**src/rtl/pipe_ex_sched_if.sv**
```systemverilog
// ----------------------------------------------------------------------------
// pipe_ex_sched_if
//   Bundle of every signal exchanged between the pipe_ex issue scheduler and
//   its environment (two requesters plus the external pipe_ex datapath).
//
//   slave  : scheduler view
//   master : environment view (requesters drive operands, pipe_ex drives F)
//
//   en         1     issue enable (0 = stop accepting, in-flight ops drain)
//   req_valid  2     per-requester operand valid
//   req_ready  2     per-requester accept (one-hot or zero)
//   req_a..d   2*N   operands, requester i at [i*N +: N]
//   op_a..d    N     registered operands to pipe_ex
//   op_valid   1     op_* carry an issued op this cycle
//   pipe_f     N     F returned by pipe_ex
//   res_valid  1     single-cycle result strobe
//   res_id     1     owner of the result
//   res_data   N     registered result
//   outst0/1   4     in-flight count per requester
//   idle       1     nothing in flight and no result pending
// ----------------------------------------------------------------------------
interface pipe_ex_sched_if #(
  parameter int N = 100
);
  logic           en;
  logic [1:0]     req_valid;
  logic [1:0]     req_ready;
  logic [2*N-1:0] req_a;
  logic [2*N-1:0] req_b;
  logic [2*N-1:0] req_c;
  logic [2*N-1:0] req_d;
  logic [N-1:0]   op_a;
  logic [N-1:0]   op_b;
  logic [N-1:0]   op_c;
  logic [N-1:0]   op_d;
  logic           op_valid;
  logic [N-1:0]   pipe_f;
  logic           res_valid;
  logic           res_id;
  logic [N-1:0]   res_data;
  logic [3:0]     outst0;
  logic [3:0]     outst1;
  logic           idle;

  modport slave (
    input  en, req_valid, req_a, req_b, req_c, req_d, pipe_f,
    output req_ready, op_a, op_b, op_c, op_d, op_valid,
           res_valid, res_id, res_data, outst0, outst1, idle
  );

  modport master (
    output en, req_valid, req_a, req_b, req_c, req_d, pipe_f,
    input  req_ready, op_a, op_b, op_c, op_d, op_valid,
           res_valid, res_id, res_data, outst0, outst1, idle
  );
endinterface

```
**src/rtl/pipe_ex_sched.sv**
```systemverilog
// ----------------------------------------------------------------------------
// pipe_ex_sched
//   Round-robin issue scheduler that shares one external pipe_ex datapath
//   (F = ((A+B)+(C-D))*D, PIPE_LAT stages, no enable/reset) between two
//   requesters. Accepts at most one operand set per cycle, registers it onto
//   op_*, tracks the op with a {valid,id} tag shift register aligned to the
//   datapath latency, and returns F to its owner on res_*.
//
//   Handshake in cycle t -> op_valid in t+1 -> F on pipe_f in t+1+PIPE_LAT
//   -> res_valid in t+PIPE_LAT+2.
//
// Ports
//   clk    rising-edge clock
//   rst_n  synchronous active-low reset
//   bus    pipe_ex_sched_if.slave (requests, datapath link, results, status)
// ----------------------------------------------------------------------------
module pipe_ex_sched #(
  parameter int N        = 100,
  parameter int PIPE_LAT = 3,
  parameter int MAX_OUT  = 4
) (
  input  logic           clk,
  input  logic           rst_n,
  pipe_ex_sched_if.slave bus
);

  localparam logic [3:0] MAX_OUT_C = 4'(MAX_OUT);

  // Arbitration
  logic [1:0] elig;
  logic [1:0] grant;
  logic       handshake;
  logic       win_id;
  logic       rr_q, rr_d;

  // Issue registers
  logic [N-1:0] op_a_q, op_a_d;
  logic [N-1:0] op_b_q, op_b_d;
  logic [N-1:0] op_c_q, op_c_d;
  logic [N-1:0] op_d_q, op_d_d;

  // Tag pipe: stage 0 coincides with op_valid, stage PIPE_LAT with pipe_f
  logic [PIPE_LAT:0] tag_v_q, tag_v_d;
  logic [PIPE_LAT:0] tag_id_q, tag_id_d;

  // Result registers
  logic         res_valid_q, res_valid_d;
  logic         res_id_q, res_id_d;
  logic [N-1:0] res_data_q, res_data_d;

  // Per-requester in-flight counters
  logic [3:0] outst_q [2];
  logic [3:0] outst_d [2];
  logic [1:0] cnt_inc;
  logic [1:0] cnt_dec;

  // --------------------------------------------------------------------------
  // Eligibility and round-robin grant
  // --------------------------------------------------------------------------
  always_comb begin : arb_comb
    // NOTE: every combinational output gets a default before any branch so no
    // path leaves it unassigned; otherwise synthesis infers a latch.
    elig = '0;
    for (int i = 0; i < 2; i++) begin
      elig[i] = bus.en & bus.req_valid[i] & (outst_q[i] < MAX_OUT_C);
    end

    grant = elig;
    if (elig == 2'b11) begin
      grant = rr_q ? 2'b10 : 2'b01;
    end

    handshake = |grant;
    win_id    = grant[1];
    // Priority passes to the requester that lost (or did not ask) this time.
    rr_d      = handshake ? ~win_id : rr_q;
  end

  // --------------------------------------------------------------------------
  // Issue, tag pipe, result capture, counters
  // --------------------------------------------------------------------------
  always_comb begin : data_comb
    op_a_d = op_a_q;
    op_b_d = op_b_q;
    op_c_d = op_c_q;
    op_d_d = op_d_q;
    if (handshake) begin
      op_a_d = win_id ? bus.req_a[N +: N] : bus.req_a[0 +: N];
      op_b_d = win_id ? bus.req_b[N +: N] : bus.req_b[0 +: N];
      op_c_d = win_id ? bus.req_c[N +: N] : bus.req_c[0 +: N];
      op_d_d = win_id ? bus.req_d[N +: N] : bus.req_d[0 +: N];
    end

    tag_v_d  = {tag_v_q[PIPE_LAT-1:0], handshake};
    tag_id_d = {tag_id_q[PIPE_LAT-1:0], win_id};

    // The tail tag describes whatever pipe_f carries this cycle; an empty
    // tail means pipe_f is stale and must not be delivered.
    res_valid_d = tag_v_q[PIPE_LAT];
    res_id_d    = tag_v_q[PIPE_LAT] ? tag_id_q[PIPE_LAT] : res_id_q;
    res_data_d  = tag_v_q[PIPE_LAT] ? bus.pipe_f : res_data_q;

    cnt_inc = '0;
    cnt_dec = '0;
    for (int i = 0; i < 2; i++) begin
      cnt_inc[i] = grant[i];
      cnt_dec[i] = res_valid_q & (res_id_q == i[0]);
      outst_d[i] = outst_q[i];
      if (cnt_inc[i] && !cnt_dec[i]) begin
        outst_d[i] = outst_q[i] + 4'd1;
      end else if (cnt_dec[i] && !cnt_inc[i]) begin
        outst_d[i] = outst_q[i] - 4'd1;
      end
    end
  end

  // --------------------------------------------------------------------------
  // State registers
  // --------------------------------------------------------------------------
  // NOTE: sequential state uses non-blocking assignments so every flop samples
  // the pre-edge value of the others, independent of statement order.
  always_ff @(posedge clk) begin
    if (!rst_n) begin
      rr_q        <= 1'b0;
      op_a_q      <= '0;
      op_b_q      <= '0;
      op_c_q      <= '0;
      op_d_q      <= '0;
      // NOTE: the tag pipe must be cleared on reset even though pipe_ex itself
      // cannot be; the tags are what make stale pipe_f contents harmless.
      tag_v_q     <= '0;
      tag_id_q    <= '0;
      res_valid_q <= 1'b0;
      res_id_q    <= 1'b0;
      res_data_q  <= '0;
      outst_q[0]  <= '0;
      outst_q[1]  <= '0;
    end else begin
      rr_q        <= rr_d;
      op_a_q      <= op_a_d;
      op_b_q      <= op_b_d;
      op_c_q      <= op_c_d;
      op_d_q      <= op_d_d;
      tag_v_q     <= tag_v_d;
      tag_id_q    <= tag_id_d;
      res_valid_q <= res_valid_d;
      res_id_q    <= res_id_d;
      res_data_q  <= res_data_d;
      outst_q[0]  <= outst_d[0];
      outst_q[1]  <= outst_d[1];
    end
  end

  // --------------------------------------------------------------------------
  // Outputs
  // --------------------------------------------------------------------------
  assign bus.req_ready = grant;
  assign bus.op_a      = op_a_q;
  assign bus.op_b      = op_b_q;
  assign bus.op_c      = op_c_q;
  assign bus.op_d      = op_d_q;
  assign bus.op_valid  = tag_v_q[0];
  assign bus.res_valid = res_valid_q;
  assign bus.res_id    = res_id_q;
  assign bus.res_data  = res_data_q;
  assign bus.outst0    = outst_q[0];
  assign bus.outst1    = outst_q[1];
  assign bus.idle      = (outst_q[0] == 4'd0) && (outst_q[1] == 4'd0) && !res_valid_q;

endmodule

```
**src/flat_wrapper.sv**
```systemverilog
// flat-port wrapper written by rule: the top's interface ports become plain ports
module pipe_ex_sched_flat 
#(
  parameter int N        = 100,
  parameter int PIPE_LAT = 3,
  parameter int MAX_OUT  = 4
)
  (clk, rst_n, bus_en, bus_req_valid, bus_req_a, bus_req_b, bus_req_c, bus_req_d, bus_pipe_f, bus_req_ready, bus_op_a, bus_op_b, bus_op_c, bus_op_d, bus_op_valid, bus_res_valid, bus_res_id, bus_res_data, bus_outst0, bus_outst1, bus_idle);
  pipe_ex_sched_if #(.N(N)) bus_i ();
  input  logic clk;
  input  logic rst_n;
  input wire logic [$bits(bus_i.en)-1:0] bus_en;
  input wire logic [$bits(bus_i.req_valid)-1:0] bus_req_valid;
  input wire logic [$bits(bus_i.req_a)-1:0] bus_req_a;
  input wire logic [$bits(bus_i.req_b)-1:0] bus_req_b;
  input wire logic [$bits(bus_i.req_c)-1:0] bus_req_c;
  input wire logic [$bits(bus_i.req_d)-1:0] bus_req_d;
  input wire logic [$bits(bus_i.pipe_f)-1:0] bus_pipe_f;
  output wire logic [$bits(bus_i.req_ready)-1:0] bus_req_ready;
  output wire logic [$bits(bus_i.op_a)-1:0] bus_op_a;
  output wire logic [$bits(bus_i.op_b)-1:0] bus_op_b;
  output wire logic [$bits(bus_i.op_c)-1:0] bus_op_c;
  output wire logic [$bits(bus_i.op_d)-1:0] bus_op_d;
  output wire logic [$bits(bus_i.op_valid)-1:0] bus_op_valid;
  output wire logic [$bits(bus_i.res_valid)-1:0] bus_res_valid;
  output wire logic [$bits(bus_i.res_id)-1:0] bus_res_id;
  output wire logic [$bits(bus_i.res_data)-1:0] bus_res_data;
  output wire logic [$bits(bus_i.outst0)-1:0] bus_outst0;
  output wire logic [$bits(bus_i.outst1)-1:0] bus_outst1;
  output wire logic [$bits(bus_i.idle)-1:0] bus_idle;
  assign bus_i.en = bus_en;
  assign bus_i.req_valid = bus_req_valid;
  assign bus_i.req_a = bus_req_a;
  assign bus_i.req_b = bus_req_b;
  assign bus_i.req_c = bus_req_c;
  assign bus_i.req_d = bus_req_d;
  assign bus_i.pipe_f = bus_pipe_f;
  assign bus_req_ready = bus_i.req_ready;
  assign bus_op_a = bus_i.op_a;
  assign bus_op_b = bus_i.op_b;
  assign bus_op_c = bus_i.op_c;
  assign bus_op_d = bus_i.op_d;
  assign bus_op_valid = bus_i.op_valid;
  assign bus_res_valid = bus_i.res_valid;
  assign bus_res_id = bus_i.res_id;
  assign bus_res_data = bus_i.res_data;
  assign bus_outst0 = bus_i.outst0;
  assign bus_outst1 = bus_i.outst1;
  assign bus_idle = bus_i.idle;
  pipe_ex_sched #(.N(N), .PIPE_LAT(PIPE_LAT), .MAX_OUT(MAX_OUT)) u_core (.clk(clk), .rst_n(rst_n), .bus(bus_i));
endmodule
```
**config.mk**
```make
export PLATFORM = sky130hd
export DESIGN_NAME = pipe_ex_sched_flat
export DESIGN_NICKNAME = d
export VERILOG_FILES = /design/src/rtl/pipe_ex_sched_if.sv /design/src/rtl/pipe_ex_sched.sv /design/src/flat_wrapper.sv
export SDC_FILE = /design/constraint.sdc
export NUM_CORES = 1
export LEC_CHECK = 0
export ABC_AREA = 1
export BUFFER_PORTS_ARGS = -buffer_cell sky130_fd_sc_hd__buf_2
export CORE_AREA = 2 2 552 554
export DETAILED_ROUTE_END_ITERATION = 12
export DIE_AREA = 0 0 554 556
export GPL_TIMING_DRIVEN = 0
export MAX_ROUTING_LAYER = met4
export PLACE_DENSITY = 0.3
export SLEW_MARGIN = 20
export SYNTH_ARGS = -nofsm -noshare
export SYNTH_HDL_FRONTEND = slang
export SYNTH_SLANG_ARGS = --single-unit
```
**constraint.sdc**
```tcl
create_clock -name clk -period 3.4 [get_ports clk]
set_input_delay 0.17 -clock clk [delete_from_list [all_inputs] [get_ports clk]]
set_output_delay 0.17 -clock clk [all_outputs]
set_load 0.005 [all_outputs]
```
==> impl_metrics.ini, run 1 <==
[drt]
ant_nets = 0
wl_per_cell_um = 24.03
wl_met2_um = 115200
postRouteWirelength_um = 243600
dr_wl_met3_um = 22440
wl_met1_um = 100100
viasPerCell = 3.376
vias = 34230
drt-pass1-iter-count = 7
drt_iter0_drc = 2123
top_layer_used = met4
drc = 0

[place]
dpl_worst_slack_ns = -0.8809
gp_congestion = 0.9279
post-place-cells = 8978
port_buffers = 1418
dpl_cell_area_mm2 = 0.03654
dp_hpwl_um = 210200

[critical_path]
required_ns = 4.02
critPathArrivalTime_ns = 3.84
path_buf_inv = 4
r2r_cells = 10
cp_top_family = buffers and inverters
timing.rr.start = u_core.outst_q[0][2]$_SDFFE_PN0P_
timing.critical_path.mode_cell = nand2_1
end_kind = register
critPathKind = register to register
critPathLaunchType = register
critPathMaxStageDelay_ns = 0.63
r2r_end = u_core.bus.op_c[24]$_SDFFE_PN0P_
rrSetupSlack_ns = 0.18
worstPathMaxFanout = 11
crit_slowest_cell = clkbuf_1
crit_chain = inv_1 > nand2_1 > nor2_4 > nand2_4 > buf_2 > clkbuf_1 > nand3b_1 > nand3_1 > dlygate4sd3_1 > nand2_1

[clock_tree]
cts-htree-levels = 3
cts_sinks = 519
path_clk_slew_ns = 0.06
numCtsBuffers = 84
root_buffer = clkbuf_16
cts_tree = built
clk_path_buf_depth = 4
clock_latency_ns = 0.78

[floorplanning]
dieArea_mm2 = 0.3080
rows = 202
pin_count = 1419
die_x_um = 554
start_util_pct = 8.085
fp.dieH_um = 556
core_area_mm2 = 0.3020

[timing]
slew_headroom_pct = 35.64
hold_slack_ns = -0.05563
final_max_slew_viol_count = 0
fin_crit_ns = 3.215
rsz0062_at_grt = yes
setup_viol_count_final = 0
fin_crit_sh_pct = 94.56
fin_ws_ns = 0.1849
setup_tns_ns = 0
worst_slew_pin_slew_ns = 0.9653
hold_viol = 2
skew_ns = 0.06225
fmax_mhz = 311.0

[hold_path]
hold_path_class = input port to register
hp-start = bus_req_a[7]
min_to = u_core.bus.op_a[7]$_SDFFE_PN0P_
min_path_cells = 5

[outcome]
violations = negative hold slack
outcome = finished, violations left

[finish]
area.growth.synth_to_final_pct = 99.28
seq_area_mm2 = 0.01039
n_fill_cell = 35170
fin_nets = 6909
multi_input_area_mm2 = 0.01126
design_area_mm2 = 0.04866
layout.cells.non_filler = 10140
drive_above_1_share_pct = 28.85

[global_routing]
grt_max_degree = 14
grt_overflow = 0
antenna_found_initial = 186
grt_pass1_vias = 34510
grt_pass1_wl_um = 314800
grt_usage_pct = 15.58

[power]
power_density_mw_per_mm2 = 437.2
p_int_mw = 14.12
swShare_pct = 33.61
p_leak_nw = 24.02
max-vdd-ir-drop_mv = 0.3125
power.net_switching_mw = 7.150
power.share.combinational_pct = 25.6
clkPwrFrac_pct = 41.4
power_frac_seq_pct = 32.9

[synthesis]
syn_nets = 4494
synthFlopType = dfxtp_1
synth_cell_types = 23
synth_area_leaders = dfxtp_1 43%, nand2_1 19%, nand3b_1 12%
yosys.area.top_type_share_pct = 42.55
syn_inst = 3581
synth_async_sr_flop_share_pct = 0
syn_avg_cell_area_um2 = 6.819
yosys_register_bits = 519
synth_area_mm2 = 0.02442
yosysWarnings = 0
synth_area_leader_cell = dfxtp_1
synth_edf_count = 0
synth.most_common_cell = nand2_1
yosys-top-cells-count = 1,231 x nand2_1, 519 x dfxtp_1, 421 x inv_1, 405 x nand3_1, 400 x nand3b_1
synth_seq_area_share_pct = 42.55

[flow_run]
maxCapViolations = 0
[worst max path at each step]
stage,depth (start not counted),start,endpoint
CTS,8,u_core.outst_q[0][7]$_SDFFE_PN0P_,u_core.bus.op_b[77]$_SDFFE_PN0P_
detailed placement,10,u_core.outst_q[0][2]$_SDFFE_PN0P_,u_core.bus.op_b[85]$_SDFFE_PN0P_
floorplan,14,u_core.outst_q[0][7]$_SDFFE_PN0P_,u_core.outst_q[0][3]$_SDFFE_PN0P_
global route,15,u_core.outst_q[0][7]$_SDFFE_PN0P_,u_core.outst_q[0][7]$_SDFFE_PN0P_
finish,10,u_core.outst_q[0][2]$_SDFFE_PN0P_,u_core.bus.op_c[24]$_SDFFE_PN0P_
global placement,10,u_core.outst_q[0][2]$_SDFFE_PN0P_,u_core.bus.op_b[85]$_SDFFE_PN0P_
[per-layer routing]
metal | track usage, % | vias up
li1 | - | 16160
met1 | 17.88 | 16280
met2 | 25.85 | 1515
met3 | 5.490 | 277
met4 | 3.605 | 0
met5 | - | -
[through the flow]
step | hold WS, ns | power, mW | utilization (%)
final | -0.05563 | 21.27 | 16.11
after global routing | 0.005814 | 22.36 | 16.10
after CTS | 0.0008738 | 21.77 | 16.00
after detailed placement | 0.3976 | 11.71 | 12.10
after global placement | 0.3943 | 11.70 | 12.08
after floorplan | 0.3049 | 8.755 | -
[cells in the final DEF, fill, tap and decap left out, drive strengths merged]
cell / netlist / final
ha: 6 / 6
xor2: 4 / 4
nand3: 405 / 405
nor2: 219 / 219
fa: 2 / 2
clkbuf: 68 / 191
nor3: 2 / 2
bufinv: 0 / 3
nand3b: 400 / 400
clkinvlp: 0 / 4
dlygate4sd3: 0 / 908
dfxtp: 519 / 519
or2: 3 / 3
inv: 424 / 425
buf: 186 / 1604
nand2: 1232 / 1232
a21oi: 5 / 5
clkinv: 0 / 13
o21ai: 106 / 106
diode: 0 / 110
[state kept, by name, indices dropped and copies added, names as in the netlist]
register	flops
u_core.bus.op_a	100
u_core.bus.op_b	100
u_core.bus.op_c	100
u_core.bus.op_d	100
u_core.bus.res_data	100
u_core.outst_q	8
u_core.tag_id_q	4
u_core.tag_v_q	4
u_core.bus.res_id	1
u_core.bus.res_valid	1
u_core.rr_q	1
[repair_timing]
action | in CTS | in global routing
endpoints found under the setup margin | 373 | 30
gates resized for setup | 6 | 10
pin swaps | 0 | 1
hold buffers | 907 | 1
endpoints found under the hold margin | 508 | 1
setup buffers | 0 | 2
[worst register-to-register path: stages, from the launching register on]
cell and delay (ns):
dfxtp_1 0.41, inv_1 0.08, nand2_1 0.14, nor2_4 0.07, nand2_4 0.26, buf_2 0.45
clkbuf_1 0.64, nand3b_1 0.16, nand3_1 0.16, dlygate4sd3_1 0.62, nand2_1 0.06
[power by group through the flow]
stage               logic (mW)  registers [mW]  clock network [mW]
floorplan                 1.63            7.13                   0
global placement          4.58            7.12                   0
detailed placement        4.58            7.13                   0
CTS                       5.58            7.01                9.18
global route              5.90            7.07                9.39
finish                    5.45            7.01                8.82
[kinds of logic after synthesis]
family	after synthesis	share of synthesized area, %
compound gates	111	2.275
simple gates	2261	43.11
buf+inv	678	11.46
xor+xnor	4	0.1434
flops	519	42.55
fa+ha+maj	8	0.4714
[cell type report]
cell class,count,share of cell area [%]
flip-flops and latches,519,21.35
inverters,424,3.270
multi-input cells,2384,23.15
diodes,110,0.5656
clock inverters,21,0.4962
clock buffers,120,5.029
well taps,3978,10.23
repair buffers,2329,33.40
plain buffers,254,2.515
(Power assumes the default switching activity.)
==> run 2: changes to the inputs <==
Settings changed: ABC_AREA 1 to default, CORE_AREA 2 2 552 554 to 2 2 545 547, DIE_AREA 0 0 554 556 to 0 0 547 549, RECOVER_POWER from default to 50.
==> run 2 against run 1 <==
Effect of this change:
- register-to-register slack gained 0.03 ns
- the run now ends clean
- die area decreased by 2.5%
- flip-flop and latch count unchanged
- sequential share of layout area rose by 2.2 points
==> impl_metrics.ini, run 2 <==
[outcome]
outcome = complete, no violations

[power]
power_density_mw_per_mm2 = 461.7
p_leak_nw = 16.47
max-vdd-ir-drop_mv = 0.2704

[timing]
worst_slew_pin_slew_ns = 1.121
hold_viol = 0
slew_headroom_pct = 23.14
setup_viol_count_final = 0
fmax_mhz = 313.7
fin_crit_sh_pct = 93.77
fin_crit_ns = 3.188
final_max_slew_viol_count = 0
skew_ns = 0.05589
setup_tns_ns = 0
fin_ws_ns = 0.2119
rsz0062_at_grt = no

[drt]
viasPerCell = 3.046
vias = 24950
ant_nets = 0
postRouteWirelength_um = 209000
drt_iter0_drc = 1067
wl_per_cell_um = 25.51
drt-pass1-iter-count = 5
drc = 0

[flow_run]
maxCapViolations = 0

[synthesis]
synth_area_leader_cell = dfxtp_1
synth.most_common_cell = dfxtp_1
synth_area_leaders = dfxtp_1 49%, mux2i_1 24%, o2bb2ai_1 17%
synth_seq_area_share_pct = 49.23
synth_cell_types = 30
syn_nets = 2660
yosys_register_bits = 519
syn_avg_cell_area_um2 = 12.08
synth_async_sr_flop_share_pct = 0
yosysWarnings = 0
syn_inst = 1747
synth_area_mm2 = 0.02111
synth_edf_count = 0
yosys-top-cells-count = 519 x dfxtp_1, 505 x mux2i_1, 400 x o2bb2ai_1, 113 x nor2_1, 82 x clkbuf_1
yosys.area.top_type_share_pct = 49.23
synthFlopType = dfxtp_1

[critical_path]
critPathLaunchType = register
end_kind = register
worstPathMaxFanout = 10
critPathKind = register to register
required_ns = 4.01
critPathArrivalTime_ns = 3.80

[finish]
utilization_pct = 14.96
seq_area_mm2 = 0.01039
area.growth.synth_to_final_pct = 109.1
mostFrequentLayoutCell = buf_2
n_fill_cell = 33870
fin_nets = 5052
layout.cells.non_filler = 8191
multi_input_area_mm2 = 0.009427
drive_above_1_share_pct = 27.76
final_cell_mix = 979 x buf_2, 895 x dlygate4sd3_1, 551 x clkbuf_1, 519 x dfxtp_1, 493 x mux2i_1

[floorplanning]
fp.dieH_um = 549
die_x_um = 547
dieArea_mm2 = 0.3003
pin_count = 1419
rows = 200
core_area_mm2 = 0.2950
start_util_pct = 7.154

[global_routing]
grt_overflow = 0
grt_usage_pct = 13.79
grt_pass1_vias = 25980
grt_max_degree = 12
grt_pass1_wl_um = 264200
antenna_found_initial = 183

[clock_tree]
cts_tree = built
clk_path_buf_depth = 4
cts-htree-levels = 3
root_buffer = clkbuf_16
numCtsBuffers = 76
cts_sinks = 519
path_clk_slew_ns = 0.06
cts_setup_buffers = 0
clock_latency_ns = 0.77

[hold_path]
hold_path_class = input port to register

[place]
gp_congestion = 0.9176
post-place-cells = 7105
port_buffers = 1418
dp_hpwl_um = 181100
dpl_worst_slack_ns = -0.2343
==> run 2: changes by cell type after synthesis, moves of 3 or more <==
| cell | delta |
|---|---|
| nand2_1 | -1226 |
| mux2i_1 | +505 |
| inv_1 | -419 |
| nand3_1 | -403 |
| nand3b_1 | -400 |
| o2bb2ai_1 | +400 |
| buf_2 | -150 |
| o21ai_0 | -106 |
| nor2_1 | -105 |
| buf_12 | +42 |
| clkbuf_1 | +15 |
| and2_1 | +8 |
| nand2b_1 | +3 |
| or2_2 | -3 |
==> run 2: area by class of cell <==
type	count	share of cell area, %
flip-flops and latches	519	23.55
clock buffers	111	4.993
clock inverters	14	0.3459
repair buffers	2314	35.13
multi-input cells	1065	21.36
plain buffers	159	3.040
inverters	4	0.03403
well taps	3939	11.17
diodes	66	0.3743
==> run 2: critical path, stage by stage (launching register included) <==
cell           delay, ns
dfxtp_1             0.43
and4bb_1            0.43
o21a_1              0.17
buf_6               0.25
buf_12              0.24
buf_12              0.20
mux2i_1             0.43
dlygate4sd3_1       0.71
o2bb2ai_1           0.09
==> run 2: path summary, 6_finish.rpt <==
path                                     startpoint                                to  slack [ns]  cells after the start
setup / recovery  u_core.outst_q[0][6]$_SDFFE_PN0P_   u_core.bus.op_d[8]$_SDFFE_PN0P_        0.21                      8
hold / removal                       bus_req_b[125]  u_core.bus.op_b[25]$_SDFFE_PN0P_        0.05                      3
setup reg to reg  u_core.outst_q[0][6]$_SDFFE_PN0P_   u_core.bus.op_d[8]$_SDFFE_PN0P_        0.21                      8
hold reg to reg        u_core.tag_v_q[1]$_SDFF_PN0_      u_core.tag_v_q[2]$_SDFF_PN0_        0.43                      1
==> run 2: repair_timing <==
item,4_1_cts,5_1_grt
setup endpoints to repair,102,0
hold endpoints to repair,503,0
gates resized for setup,2,0
hold buffers,895,0
==> run 2: metrics by stage <==
stage                     cell area, um2  hold WS (ns)  power [mW]
after detailed placement           33220        0.4125       11.69
final                              44130       0.04843       20.37
after global routing               44090       0.04876       21.39
after floorplan                    21110        0.3172       8.921
after global placement             33130        0.4050       11.66
after CTS                          44540      0.007269       21.06
==> run 2: per-layer routing <==
layer  track usage [%]  share of wire, %  wire [um]  up-vias
met3             4.754               8.7      18260      321
li1                  -                 -          -    11500
met5                 -                 0          0        -
met1             16.28                43      88880    11800
met4             2.342               2.0       4268        0
met2             22.76                47      97570     1321
==> run 2: cell families after synthesis <==
| family | after synthesis | share of synthesized area [%] |
|---|---|---|
| multiplexers | 506 | 24.00 |
| flip-flops | 519 | 49.23 |
| adder cells (fa/ha/maj) | 8 | 0.5454 |
| AO/OA/AOI/OAI | 410 | 16.88 |
| AND/OR/NAND/NOR | 137 | 2.816 |
| XOR/XNOR | 4 | 0.1660 |
| buffers and inverters | 163 | 6.355 |
==> run 2: power breakdown <==
group / internal (mW) / switching [mW] / total, mW
combinational: 2.59 / 2.81 / 5.40
sequential: 6.71 / 0.397 / 7.11
clock: 4.62 / 3.25 / 7.87
==> run 3: changes to the inputs <==
Settings changed: PLACE_DENSITY 0.3 to default, PLACE_DENSITY_LB_ADDON from default to 0.1.
==> run 3 against run 2 <==
Effect of this change:
- design area increased by 0.61%
- sequential power hardly changed
- combinational power down 0.7%
- register-to-register slack gained 0.02 ns
- first-iteration DRC count is 29% lower
- total power grew 3.5%
- count of clock-buffer cells in the layout grew 1
- routed wire length shrank 12%
- via count down 3.0%
- fmax rose by 0.76%
- largest cell class unchanged
- cell count hardly changed
- flip-flop and latch count did not move
==> impl_metrics.ini, run 3 (synthesis gave the netlist of run 2 again) <==
[clock_tree]
cts_tree = built
cts-htree-levels = 3
cts_sinks = 519
cts_setup_buffers = 0
root_buffer = clkbuf_16
path_clk_slew_ns = 0.05
numCtsBuffers = 84
clock_latency_ns = 0.76
clk_path_buf_depth = 4

[place]
post-place-cells = 7107
dp_hpwl_um = 154200
gp_congestion = 0.8346
port_buffers = 1418

[timing]
setup_tns_ns = 0
rsz0062_at_grt = no
skew_ns = 0.04216
hold_viol = 0
fin_crit_ns = 3.164
fin_crit_sh_pct = 93.06
final_max_slew_viol_count = 0
setup_viol_count_final = 0
fmax_mhz = 316.0
worst_slew_pin_slew_ns = 1.015
slew_headroom_pct = 32.33

[floorplanning]
pin_count = 1419
fp.dieH_um = 549
dieArea_mm2 = 0.3003
die_x_um = 547
start_util_pct = 7.154
rows = 200
core_area_mm2 = 0.2950

[finish]
area.growth.synth_to_final_pct = 110.3
layout.cells.non_filler = 8192
n_fill_cell = 33860
drive_above_1_share_pct = 27.11
seq_area_mm2 = 0.01039
fin_nets = 5070
final_cell_mix = 964 x buf_2, 903 x dlygate4sd3_1, 570 x clkbuf_1, 519 x dfxtp_1, 505 x mux2i_1
multi_input_area_mm2 = 0.009374
mostFrequentLayoutCell = buf_2

[power]
power_density_mw_per_mm2 = 475.1
max-vdd-ir-drop_mv = 0.2917
p_leak_nw = 16.55

[global_routing]
grt_max_degree = 12
grt_pass1_vias = 26190
grt_usage_pct = 12.09
grt_overflow = 0
grt_pass1_wl_um = 240100
antenna_found_initial = 119

[drt]
drt-pass1-iter-count = 5
wl_per_cell_um = 22.35
ant_nets = 0
viasPerCell = 2.955
drt_iter0_drc = 754
postRouteWirelength_um = 183100
drc = 0
vias = 24210

[critical_path]
required_ns = 4.04
critPathLaunchType = register
critPathKind = register to register
worstPathMaxFanout = 10
end_kind = register
critPathArrivalTime_ns = 3.80

[hold_path]
hold_path_class = input port to register

[outcome]
outcome = complete, no violations

[flow_run]
maxCapViolations = 0
==> run 3: metrics by stage <==
stage	area, um2	worst slack, ns	utilization [%]	hold WS [ns]	power [mW]
after detailed placement	33210	-0.006666	11.26	0.4106	11.69
after global routing	44380	0.06028	15.04	0.003370	22.28
after CTS	44810	0.006829	15.19	0.002249	21.91
final	44390	0.2359	15.05	0.07127	21.09
after floorplan	21110	0.9132	-	0.3172	8.921
after global placement	33130	-0.7811	11.23	0.4032	11.69
==> run 3: cell type report <==
type                            instances  area share, %
Sequential cell                       519          23.40
Tap cell                             3939          11.10
Buffer                                159          3.033
Multi-Input combinational cell       1065          21.12
Antenna cell                           51         0.2875
Inverter                                4        0.03382
Clock buffer                          112          5.152
Timing Repair Buffer                 2324          35.17
Clock inverter                         19         0.7046
==> run 3: worst max-delay path, cell delays in order (launching register included) <==
cell,delay (ns)
dfxtp_1,0.38
and4bb_1,0.36
o21a_1,0.15
buf_6,0.21
buf_12,0.25
buf_12,0.19
mux2i_1,0.52
dlygate4sd3_1,0.75
o2bb2ai_1,0.10
==> run 3: worst paths after layout <==
kind                                      from                               end  slack [ns]  cells past startpoint
max          u_core.outst_q[0][6]$_SDFFE_PN0P_  u_core.bus.op_d[12]$_SDFFE_PN0P_        0.24                      8
min                             bus_req_c[111]  u_core.bus.op_c[11]$_SDFFE_PN0P_        0.07                      3
max reg2reg  u_core.outst_q[0][6]$_SDFFE_PN0P_  u_core.bus.op_d[12]$_SDFFE_PN0P_        0.24                      8
min reg2reg      u_core.tag_id_q[0]$_SDFF_PN0_     u_core.tag_id_q[1]$_SDFF_PN0_        0.44                      1
==> run 3: timing repair <==
| item | 4_1_cts | 5_1_grt |
|---|---|---|
| gates resized for setup | 2 | 3 |
| setup endpoints to repair | 19 | 10 |
| hold buffers | 898 | 5 |
| hold endpoints to repair | 500 | 3 |
==> run 3: power breakdown <==
| group | leakage (nW) | internal [mW] | switching [mW] |
|---|---|---|---|
| registers | 4.25 | 6.71 | 0.378 |
| clock network | 1.26 | 5.20 | 3.44 |
| logic | 11.0 | 2.61 | 2.74 |
==> run 3: layer usage <==
metal  vias up  GRT usage (%)  part of all wire [%]
met1     11360          14.23                    43
li1      11500              -                     -
met2      1138          19.82                    47
met4         0          1.837                   1.6
met3       214          4.552                   8.9
met5         -              -                     0
